===== src/rtl/wb_trace_buffer.sv =====
// Writeback commit tracer: records qualifying register writes into a circular buffer.
// Captures one cycle after the commit; readout is show-ahead valid/ready and enabled only in DONE.
module wb_trace_buffer #(
    parameter int XLEN       = 32,
    parameter int REG_ADDR_W = 5,
    parameter int DEPTH      = 16,
    parameter int SKIP_X0    = 1
) (
    input  logic                    clk,
    input  logic                    rst,
    input  logic                    wb_valid,
    input  logic [XLEN-1:0]         wb_pc,
    input  logic [REG_ADDR_W-1:0]   wb_rd,
    input  logic [XLEN-1:0]         wb_data,
    input  logic                    cfg_wrap,
    input  logic                    cfg_trig_en,
    input  logic [XLEN-1:0]         cfg_trig_pc,
    input  logic                    arm,
    input  logic                    stop,
    output logic                    rd_valid,
    input  logic                    rd_ready,
    output logic [XLEN-1:0]         rd_pc,
    output logic [REG_ADDR_W-1:0]   rd_rd,
    output logic [XLEN-1:0]         rd_data,
    output logic [$clog2(DEPTH):0]  count,
    output logic                    overflow,
    output logic [1:0]              state
);
    localparam int PTR_W = $clog2(DEPTH);
    localparam int CNT_W = PTR_W + 1;
    localparam logic [PTR_W-1:0] PTR_ONE  = PTR_W'(1);
    localparam logic [CNT_W-1:0] CNT_ONE  = CNT_W'(1);
    localparam logic [CNT_W-1:0] CNT_FULL = CNT_W'(DEPTH);

    typedef enum logic [1:0] {
        S_IDLE      = 2'd0,
        S_WAIT_TRIG = 2'd1,
        S_CAPTURE   = 2'd2,
        S_DONE      = 2'd3
    } state_e;

    typedef struct packed {
        logic [XLEN-1:0]       pc;
        logic [REG_ADDR_W-1:0] rd;
        logic [XLEN-1:0]       data;
    } entry_t;

    entry_t             mem [DEPTH];
    entry_t             wr_ent;
    entry_t             head_ent;
    state_e             state_q, state_d;
    logic [PTR_W-1:0]   head_q, head_d;
    logic [PTR_W-1:0]   tail_q, tail_d;
    logic [CNT_W-1:0]   count_q, count_d;
    logic               overflow_q, overflow_d;
    logic               wr_en;
    logic               qual;
    logic               full;
    logic               do_arm;
    logic               pop;

    assign qual     = wb_valid && !((SKIP_X0 != 0) && (wb_rd == '0));
    assign full     = (count_q == CNT_FULL);
    assign do_arm   = arm && ((state_q == S_IDLE) || (state_q == S_DONE));
    assign rd_valid = (state_q == S_DONE) && (count_q != '0);
    assign pop      = rd_valid && rd_ready;
    assign wr_ent   = '{pc: wb_pc, rd: wb_rd, data: wb_data};

    always_comb begin
        state_d    = state_q;
        head_d     = head_q;
        tail_d     = tail_q;
        count_d    = count_q;
        overflow_d = overflow_q;
        wr_en      = 1'b0;
        // arm outranks everything, including a pop in the same cycle
        if (do_arm) begin
            head_d     = '0;
            tail_d     = '0;
            count_d    = '0;
            overflow_d = 1'b0;
            state_d    = cfg_trig_en ? S_WAIT_TRIG : S_CAPTURE;
        end else begin
            case (state_q)
                S_IDLE: begin
                    if (stop) state_d = S_DONE;
                end
                S_WAIT_TRIG: begin
                    if (qual && (wb_pc == cfg_trig_pc)) begin
                        wr_en   = 1'b1;
                        tail_d  = tail_q + PTR_ONE;
                        count_d = count_q + CNT_ONE;
                        state_d = stop ? S_DONE : S_CAPTURE;
                    end else if (stop) begin
                        state_d = S_DONE;
                    end
                end
                S_CAPTURE: begin
                    if (qual && !full) begin
                        wr_en   = 1'b1;
                        tail_d  = tail_q + PTR_ONE;
                        count_d = count_q + CNT_ONE;
                        if (!cfg_wrap && (count_q == CNT_FULL - CNT_ONE)) state_d = S_DONE;
                    end else if (qual && cfg_wrap) begin
                        // full in wrap mode: overwrite oldest, head chases tail
                        wr_en      = 1'b1;
                        tail_d     = tail_q + PTR_ONE;
                        head_d     = head_q + PTR_ONE;
                        overflow_d = 1'b1;
                    end
                    if (stop) state_d = S_DONE;
                end
                S_DONE: begin
                    if (pop) begin
                        head_d  = head_q + PTR_ONE;
                        count_d = count_q - CNT_ONE;
                    end
                end
                default: state_d = S_IDLE;
            endcase
        end
    end

    always_ff @(posedge clk or negedge rst) begin
        if (!rst) begin
            state_q    <= S_IDLE;
            head_q     <= '0;
            tail_q     <= '0;
            count_q    <= '0;
            overflow_q <= 1'b0;
        end else begin
            state_q    <= state_d;
            head_q     <= head_d;
            tail_q     <= tail_d;
            count_q    <= count_d;
            overflow_q <= overflow_d;
        end
    end

    always_ff @(posedge clk) begin
        if (wr_en) mem[tail_q] <= wr_ent;
    end

    assign head_ent = mem[head_q];
    assign rd_pc    = rd_valid ? head_ent.pc   : '0;
    assign rd_rd    = rd_valid ? head_ent.rd   : '0;
    assign rd_data  = rd_valid ? head_ent.data : '0;
    assign count    = count_q;
    assign overflow = overflow_q;
    assign state    = state_q;

endmodule


===== config.mk =====
export PLATFORM = sky130hd
export DESIGN_NAME = wb_trace_buffer
export DESIGN_NICKNAME = d
export VERILOG_FILES = /design/src/rtl/wb_trace_buffer.sv
export SDC_FILE = /design/constraint.sdc
export NUM_CORES = 1
export LEC_CHECK = 0
export CORE_UTILIZATION = 30
export DETAILED_ROUTE_END_ITERATION = 8
export SYNTH_ARGS = -nofsm -noshare
export SYNTH_HDL_FRONTEND = slang
export SYNTH_SLANG_ARGS = --single-unit

===== constraint.sdc =====
create_clock -name clk -period 9.4 [get_ports clk]
set_input_delay 1.88 -clock clk [delete_from_list [all_inputs] [get_ports clk]]
set_output_delay 1.88 -clock clk [all_outputs]
set_load 0.005 [all_outputs]

# [Word-level counts from Yosys, hierarchy flattened]
# Memories as Yosys holds them, arrays and structs flattened.
# Cells that the tools add are included.
[op_classes] n_bitwise=0 shift=0 div_mod_pow=0 n_addsub=4 n_mul=0 eq_ne=15 order_cmp=0 reduce_logical=26 n_mux=38
[ops] operator="32-bit 2-to-1 mux" count=2
[ops] operator="32-bit equality test" count=1
[ops] operator="4-bit 2-to-1 mux" count=8
[ops] operator="5-bit 2-to-1 mux" count=5
[ops] operator="4-bit one-hot mux with 2 select lines" count=2
[ops] operator="3-bit inequality test (second input constant)" count=5
[ops] operator="5-bit one-hot mux with 3 select lines" count=1
[ops] operator="2-bit 2-to-1 mux" count=7
[ops] operator="4-bit inequality test (second input constant)" count=3
[ops] operator="1-bit 2-to-1 mux" count=11
[ops] operator="3-bit AND reduction" count=3
[ops] operator="4-bit by 1-bit adder with 4-bit output (second input constant)" count=2
[ops] operator="1-bit logical AND" count=8
[ops] operator="4-bit AND reduction" count=2
[ops] operator="4-bit nonzero test" count=2
[ops] operator="2-bit one-hot mux with 3 select lines" count=1
[ops] operator="3-bit nonzero test" count=2
[ops] operator="5-bit by 1-bit adder with 5-bit output (second input constant)" count=1
[ops] operator="5-bit by 4-bit equality test with 1-bit output (second input constant)" count=1
[ops] operator="5-bit equality test (second input constant)" count=1
[ops] operator="5-bit logical NOT" count=1
[ops] operator="5-bit nonzero test" count=1
[ops] operator="5-bit by 1-bit subtractor with 5-bit output (second input constant)" count=1
[ops] operator="2-bit equality test (second input constant)" count=2
[ops] operator="7 further kinds" count=10
[word_totals] latch_bits=0 memories=1 romBits=0 ram_bits=1104 wordCells=89 ff_bits=16
[memory_table] memory="mem" depth=16 word_bits=69 rd=1 rd_clocked_by_memory_dff=0 wr=1 line="48" text="entry_t mem [DEPTH];"

# [Logic depth before layout (Yosys ltp)]
# Gate-level depths: netlist of run 1.
[logic_depth] ltp_word=10 depth_mapped=9 depth_no_buf=9

# [Worst setup path after synthesis of run 1]
# No wires, ideal clock.
[synth_timing] kind="input -> register" start="input port cfg_trig_pc[4]" end="memory mem[11][0] in the netlist's numbering (enable)" setup_time_ns=0.581 arrival_time_ns=7.819 n_path_buf=1 setup_slack_ns=0.999 stages=7 path_cell_list="xnor2_1 nand4_1 nor4_2 nand3_2 o2bb2a_1 buf_2 nor3_1"
[synth_via] elab_chain_len=7
[synth_rtl] item="from (decl)" line="17" text="input logic [XLEN-1:0] cfg_trig_pc,"
[synth_rtl] item="32-bit equality test" line="89" text="if (qual && (wb_pc == cfg_trig_pc)) begin"
[synth_rtl] item="1-bit logical AND" line="89"
[synth_rtl] item="1-bit 2-to-1 mux" line="89"
[synth_rtl] item="1-bit one-hot mux with 2 select lines" line="84" text="case (state_q)"
[synth_rtl] item="1-bit 2-to-1 mux" line="77" text="if (do_arm) begin"
[synth_rtl] item="1-bit 2-to-1 mux" line="141" text="if (wr_en) mem[tail_q] <= wr_ent;"
[synth_rtl] item="1-bit 2-to-1 mux (not written as such)" line="141"
[synth_rtl] item="to (decl)" line="48"
# Every way passes these cells.

# [Worst setup path after layout of run 1]
[layout_timing] start="register head_q[0]" end="output port rd_pc[2]"
[layout_via] elab_chain_len=2
[layout_rtl] item="from (decl)" line="52" text="logic [PTR_W-1:0] head_q, head_d;"
[layout_rtl] item="from (signal assigned)" line="127" text="head_q <= '0;"
[layout_rtl] item="from (signal assigned)" line="133" text="head_q <= head_d;"
[layout_rtl] item="memory read 16 x 69 bit"
[layout_rtl] item="32-bit 2-to-1 mux" line="145" text="assign rd_pc = rd_valid ? head_ent.pc : '0;"
[layout_rtl] item="to (decl)" line="22" text="output logic [XLEN-1:0] rd_pc,"
# Every way passes these cells.

==> summary.txt, run 1 <==
Worst setup path
  – Data required, critical path: 7.52 ns
  – Max Fanout on Critical Path: 53
  – CP peak stage delay: 1.01 ns
  – Critical Path Most Common Cell: mux4_2
  – Capture point of the worst reg-to-reg path: mem[0][59]
  – Reg-to-reg setup timing slack: 5.83 ns
  – Slowest CP cell: dfrtp_4
  – Startpoint Class: register
  – R2R cell count: 7
  – Arrival time of the worst setup path: 4.56 ns
  – Origin of the critical flop-to-flop path: state[0]
  – Crit-path cells: buf_4 > mux4_2 > mux4_2 > and2_1 > clkdlybuf4s50_1
  – Worst Setup End Kind: primary output
  – Critical Setup Path Class: reg2out

STA
  – Least-Margin Pin Slew: 1.09 ns
  – Hold Fails Final Rpt: 0
  – Max Clock Skew: 0.0294 ns
  – Fmax: 155 MHz
  – RSZ-0062 raised after global routing: no
  – Final setup violation count: 0
  – Final worst-path cycle share: 68.5%
  – Period minus WS final: 6.44 ns
  – Final setup TNS: 0 ns
  – Fin worst setup slack: 2.96 ns
  – Max-slew headroom: 27.1%
  – Final Max Slew Viols: 0

Floorplanning
  – Starting Density: 30.3%
  – Die area: 147000 sq um
  – Placement Rows: 139
  – Horiz. Die Dim: 383 um
  – Die Height: 383 um
  – Area of the core: 144000 sq um
  – # IOs: 187

Pwr
  – Comb power frac: 24.5%
  – Max rail drop VDD: 0.000179 V
  – Power per cell area: 259 nW/um^2
  – Switching share of power: 26.7%
  – Seq pwr share: 43.4%
  – Clock Power Share: 32.1%
  – Cell-internal power: 9770 uW
  – Sw Pwr: 3550 uW
  – P_leak: 0.0153 uW

Cells and area
  – Most common cell after layout, fill and taps aside: edfxtp_1
  – Nets: 2180
  – Post-layout util: 35.7%
  – Share of cells above drive strength 1: 25.7%
  – Fin area: 51400 sq um
  – Area Overhead vs Synth: 17.8%
  – Most frequent cells in the layout: 1104 x edfxtp_1, 345 x mux4_2, 186 x clkdlybuf4s50_1, 107 x clkbuf_16, 69 x and2_1

Placed design
  – Hpwl dp: 57500 um
  – I/O Buffers: 186
  – GPL Wtd Cong: 0.736
  – Post-Place Cell Area: 47900 sq um
  – Post-place setup slack: 2.38 ns

Synth
  – Ys flop type: edfxtp_1
  – Seq/Total Area, Yosys: 76.9%
  – Syn Std Cell Area: 43600 sq um
  – Ys async rst share: 1.43%
  – #FFs+latches synth: 1120
  – Syn nets: 1946
  – Ys Warns: 0
  – Mapped Avg Cell Area: 23.9 sq um
  – Synth cell types: 51
  – Mapped Cells: 1824
  – EDFF count, synth: 1104

Route
  – WL per Instance: 25.5 um
  – First-pass detailed-route iteration total: 7
  – Antenna Nets Post-Route: 0
  – DR vias: 19734
  – First DRT Iteration DRCs: 1753
  – Via density: 4.86
  – Detailed-route DRC error count: 21
  – Detailed Route WL: 104000 um

Run
  – MaxCap Viol Count: 0

GRT
  – Total grt overflow: 0
  – Initial antenna violation count: 16
  – First-pass GRT wire length: 151000 um
  – Largest net degree at the start of global routing: 126
  – Tot GR Track Use: 14.1%
  – Vias in the first global route: 21468

Min path
  – Min-Delay Startpoint: overflow
  – Worst Hold Path Cells: 2
  – Worst hold path class: reg2reg
  – Worst-case hold path end point: overflow

Clock tree
  – Cts bufs inserted: 107
  – Postcts setup bufs: 0
  – H-tree depth: 3
  – Post-CTS sizing: 0
  – Clock-pin slew on the worst setup and hold paths: 0.07 ns
  – CTS tree: built
  – Worst-case clock buffer depth: 3
  – Hold_buf cts: 0
  – Clock root buffer master: clkbuf_16
  – CTS Sinks: 1120
  – Worst skew pair latency: 0.70 ns

Run status
  – Outcome: finished, violations left
  – Failing checks: DRC
[power by group through the flow]
stage / registers, uW / logic (uW) / clock network [uW]
after floorplan: 5760 / 2330 / 0
after global placement: 5890 / 3300 / 0
after detailed placement: 5900 / 3340 / 0
after CTS: 5790 / 3350 / 4380
after global routing: 5810 / 3500 / 4540
final: 5790 / 3260 / 4280
[state kept, by name (all words and copies together), names as in the netlist]
| signal | count |
|---|---|
| tail_q | 4 |
| state | 2 |
| count | 5 |
| head_q | 4 |
| overflow | 1 |
| mem | 1104 |
[how the worst max path moves through the flow]
stage                        start          to  slack [ns]  depth (start not counted)
floorplan           cfg_trig_pc[4]  mem[11][0]         1.0                          7
global placement         wb_pc[26]  mem[0][36]        2.50                          8
detailed placement       wb_pc[12]  mem[0][32]        2.38                          8
CTS                      head_q[0]    rd_pc[2]        2.70                          5
global route             head_q[0]    rd_pc[2]        2.60                          5
finish                   head_q[0]    rd_pc[2]        2.96                          5
[logic make-up after synthesis]
logic type	count (synthesis)	share of synthesized area, %
flops	1120	76.9
buf+inv	101	1.31
mux	349	17.9
xor+xnor	33	0.663
fa+ha+maj	13	0.390
simple gates	166	2.09
compound gates	42	0.697
[through the flow]
stage / instances / total power (uW) / hold slack (ns)
after floorplan: 1824 / 8080 / 0.491
after global placement: 3852 / 9190 / 0.524
after detailed placement: 3852 / 9240 / 0.511
after CTS: 4051 / 13500 / 0.528
after global routing: 4052 / 13800 / 0.575
final: 4061 / 13300 / 0.517
[layer usage]
| layer | vias to the layer above | track usage (%) | wire [um] |
|---|---|---|---|
| met2 | 568 | 23.9 | 52500 |
| met4 | 10 | 3.87 | 1970 |
| met3 | 123 | 2.46 | 6430 |
| met1 | 10743 | 18.7 | 42700 |
| li1 | 8290 | - | - |
| met5 | - | 0 | 62 |
[area by class of cell]
| class | instances | area, sq um |
|---|---|---|
| fill | 13052 | 92600 |
| sequential | 1120 | 33600 |
| multi-input combinational | 603 | 9610 |
| clock buffer | 131 | 2770 |
| tap | 1903 | 2380 |
| timing repair buffer | 215 | 2270 |
| clock inverter | 68 | 723 |
| inverter | 11 | 41.3 |
| antenna | 10 | 25.0 |
[cell usage after synthesis, drive strengths merged, types with 2 or more instances]
master | number | share of area (%)
nor3 | 11 | 0.13
mux4 | 345 | 18
nor2 | 30 | 0.26
ha | 12 | 0.34
xnor2 | 32 | 0.64
or3 | 5 | 0.072
or4 | 2 | 0.034
o21ai | 11 | 0.13
mux2 | 3 | 0.077
nor4 | 3 | 0.057
nand3 | 9 | 0.11
edfxtp | 1104 | 76
a21oi | 9 | 0.11
clkbuf | 46 | 0.40
and2 | 69 | 0.99
o21a | 2 | 0.034
nor3b | 3 | 0.052
inv | 11 | 0.095
o211ai | 3 | 0.052
buf | 44 | 0.82
nor2b | 4 | 0.057
o22ai | 2 | 0.029
nand2 | 19 | 0.16
dfrtp | 16 | 0.92
a21o | 2 | 0.034
nand4 | 8 | 0.11
a31o | 2 | 0.040
[critical path, delay by kind of cell (launching register included)]
kind          cells  cell delay [ns]
buf+inv           2             1.49
flops             1             1.01
mux               2             1.15
simple gates      1             0.18
(Power assumes the default switching activity.)
==> run 2: changes to the inputs <==
==> constraint.sdc (replaced) <==
create_clock -name clk -period 5.3 [get_ports clk]
set_input_delay 1.06 -clock clk [delete_from_list [all_inputs] [get_ports clk]]
set_output_delay 1.06 -clock clk [all_outputs]
set_load 0.005 [all_outputs]
==> run 2 against run 1 <==
Net effect:
- the flow still finishes with violations (DRC)
- clock power increased by 80%
- wire length increased by 8.4%
- worst hold slack improved by 0.039 ns
- count of clock-buffer cells in the layout increased by 17
- via count increased by 3.7%
- register-to-register slack got worse by 3.7 ns
- core utilization increased by 0.51 points
- sequential share of layout area decreased by 0.93 points
- die area unchanged
- global-route usage increased by 1.1 points
==> summary.txt, run 2 (same netlist as run 1, synthesis figures left out) <==
Clock tree
  – Clock-pin slew on the worst setup and hold paths: 0.07 ns (about the same)
  – Worst skew pair latency: 0.73 ns (was 0.70 ns)
  – Postcts setup bufs: 0 (unchanged)
  – H-tree depth: 3 (unchanged)
  – Clock root buffer master: clkbuf_16 (unchanged)
  – CTS tree: built (unchanged)
  – CTS Sinks: 1120 (unchanged)
  – Cts bufs inserted: 115 (was 107)
  – Post-CTS sizing: 0 (unchanged)
  – Hold_buf cts: 0 (unchanged)
  – Worst-case clock buffer depth: 3 (unchanged)

Placed design
  – I/O Buffers: 186 (unchanged)
  – GPL Wtd Cong: 0.789 (was 0.736)
  – Post-Place Cell Area: 48500 sq um (was 47900 sq um)
  – Hpwl dp: 69900 um (was 57500 um)

Route
  – First-pass detailed-route iteration total: 8 (was 7)
  – First DRT Iteration DRCs: 2235 (was 1753)
  – Via density: 4.96 (was 4.86)
  – WL per Instance: 27.3 um (was 25.5 um)
  – Antenna Nets Post-Route: 0 (unchanged)
  – Detailed-route DRC error count: 18 (was 21)
  – DR vias: 20473 (was 19734)
  – Detailed Route WL: 112000 um (was 104000 um)

Pwr
  – Clock Power Share: 31.6% (was 32.1%)
  – Power per cell area: 468 nW/um^2 (was 259 nW/um^2)
  – Sw Pwr: 6830 uW (was 3550 uW)
  – Final Power: 24400 uW (was 13300 uW)
  – P_leak: 0.0158 uW (was 0.0153 uW)
  – Comb power frac: 26.3% (was 24.5%)
  – Cell-internal power: 17600 uW (was 9770 uW)
  – Max rail drop VDD: 0.000345 V (was 0.000179 V)
  – Switching share of power: 28.0% (was 26.7%)
  – Seq pwr share: 42.1% (was 43.4%)

Floorplanning
  – Area of the core: 144000 sq um (unchanged)
  – Die area: 147000 sq um (unchanged)
  – # IOs: 187 (unchanged)
  – Starting Density: 30.3% (unchanged)
  – Horiz. Die Dim: 383 um (unchanged)
  – Die Height: 383 um (unchanged)
  – Placement Rows: 139 (unchanged)

STA
  – Max Clock Skew: 0.0422 ns (was 0.0294 ns)
  – Final Max Slew Viols: 0 (unchanged)
  – WHS: 0.556 ns (was 0.517 ns)
  – Final setup violation count: 0 (unchanged)
  – RSZ-0062 raised after global routing: no (unchanged)
  – Final worst-path cycle share: 93.5%
  – Max-slew headroom: 20.5% (was 27.1%)
  – Period minus WS final: 4.96 ns
  – Fmax: 202 MHz
  – Hold Fails Final Rpt: 0 (unchanged)
  – Final setup TNS: 0 ns (unchanged)
  – Least-Margin Pin Slew: 1.19 ns (was 1.09 ns)

GRT
  – Tot GR Track Use: 15.3% (was 14.1%)
  – Initial antenna violation count: 13 (was 16)
  – First-pass GRT wire length: 160000 um (was 151000 um)
  – Vias in the first global route: 21197 (was 21468)
  – Total grt overflow: 0 (unchanged)
  – Largest net degree at the start of global routing: 71 (was 126)

Worst setup path
  – CP peak stage delay: 0.89 ns (was 1.01 ns)
  – Critical Setup Path Class: reg2out (unchanged)
  – Startpoint Class: register (unchanged)
  – Slowest CP cell: dfrtp_4 (unchanged)
  – Crit-path cells: buf_4 > buf_4 > mux4_2 > mux4_2 > and2_1 > clkdlybuf4s50_1 (was buf_4 > mux4_2 > mux4_2 > and2_1 > clkdlybuf4s50_1)
  – Data required, critical path: 4.24 ns (was 7.52 ns)
  – Max Fanout on Critical Path: 27 (was 53)
  – Worst Setup End Kind: primary output (unchanged)
  – Arrival time of the worst setup path: 3.90 ns (was 4.56 ns)

Cells and area
  – Top reg by flops: mem (unchanged)
  – Fin area: 52100 sq um (was 51400 sq um)
  – Share of cells above drive strength 1: 28.1% (was 25.7%)
  – Most frequent cells in the layout: 1104 x edfxtp_1, 345 x mux4_2, 186 x clkdlybuf4s50_1, 116 x clkbuf_16, 69 x and2_1 (was 1104 x edfxtp_1, 345 x mux4_2, 186 x clkdlybuf4s50_1, 107 x clkbuf_16, 69 x and2_1)
  – Most common cell after layout, fill and taps aside: edfxtp_1 (unchanged)
  – Largest register FFs: 1104 (unchanged)
  – Nets: 2253 (was 2180)
  – Post-layout util: 36.2% (was 35.7%)
  – Area Overhead vs Synth: 19.5% (was 17.8%)

Run status
  – Outcome: finished, violations left (unchanged)
  – Failing checks: DRC (unchanged)

Run
  – MaxCap Viol Count: 0 (unchanged)

Min path
  – Worst hold path class: reg2reg (unchanged)
run 2: changes by cell type in the layout (fill, tap and decap cells not counted), sizes merged:
cell      previous run  this run
buf                 29        94
inv                 17        15
bufinv              12         7
clkbuf             131       148
clkinv              46        45
clkinvlp             4         1
diode               10         2
run 2: layer usage:
layer  global-route usage, %  wire length, um
met1                    20.9            47100
met2                    24.1            53500
met3                    4.31             9480
met4                    3.40             2230
met5                       0              126
run 2: worst max-delay path, delay by kind of cell (launching register included):
kind	cells	cell delay, ns
buf+inv	3	1.10
flops	1	0.89
mux	2	0.96
simple gates	1	0.21
run 2: metrics by stage:
step	worst slack (ns)	instances
2_1_floorplan	-0.374	1824
3_3_place_gp	0.107	3917
3_5_place_dp	0.0607	3917
4_1_cts	0.197	4122
5_1_grt	0.0883	4122
6_report	0.343	4124
run 2: final timing paths:
kind	end	depth (start not counted)	from	slack, ns
min reg2reg	overflow	2	overflow	0.56
min	overflow	2	overflow	0.56
max reg2reg	mem[1][2]	6	count[1]	2.17
max	rd_pc[29]	6	head_q[0]	0.34
max in group asynchronous	head_q[0]	1	rst	3.78
min in group asynchronous	overflow	1	rst	0.87
run 2: area by class of cell:
class	count	area, sq um
Antenna cell	2	5.00
Clock buffer	148	3040
Clock inverter	57	569
Fill cell	13058	91900
Inverter	11	41.3
Multi-Input combinational cell	603	9630
Sequential cell	1120	33600
Tap cell	1903	2380
Timing Repair Buffer	280	2890
run 2: power by group through the flow:
stage	sequential (uW)	combinational [uW]	clock (uW)
floorplan	10200	4130	0
global placement	10500	6450	0
detailed placement	10500	6500	0
CTS	10300	6520	7890
global route	10300	6800	8240
finish	10300	6410	7720
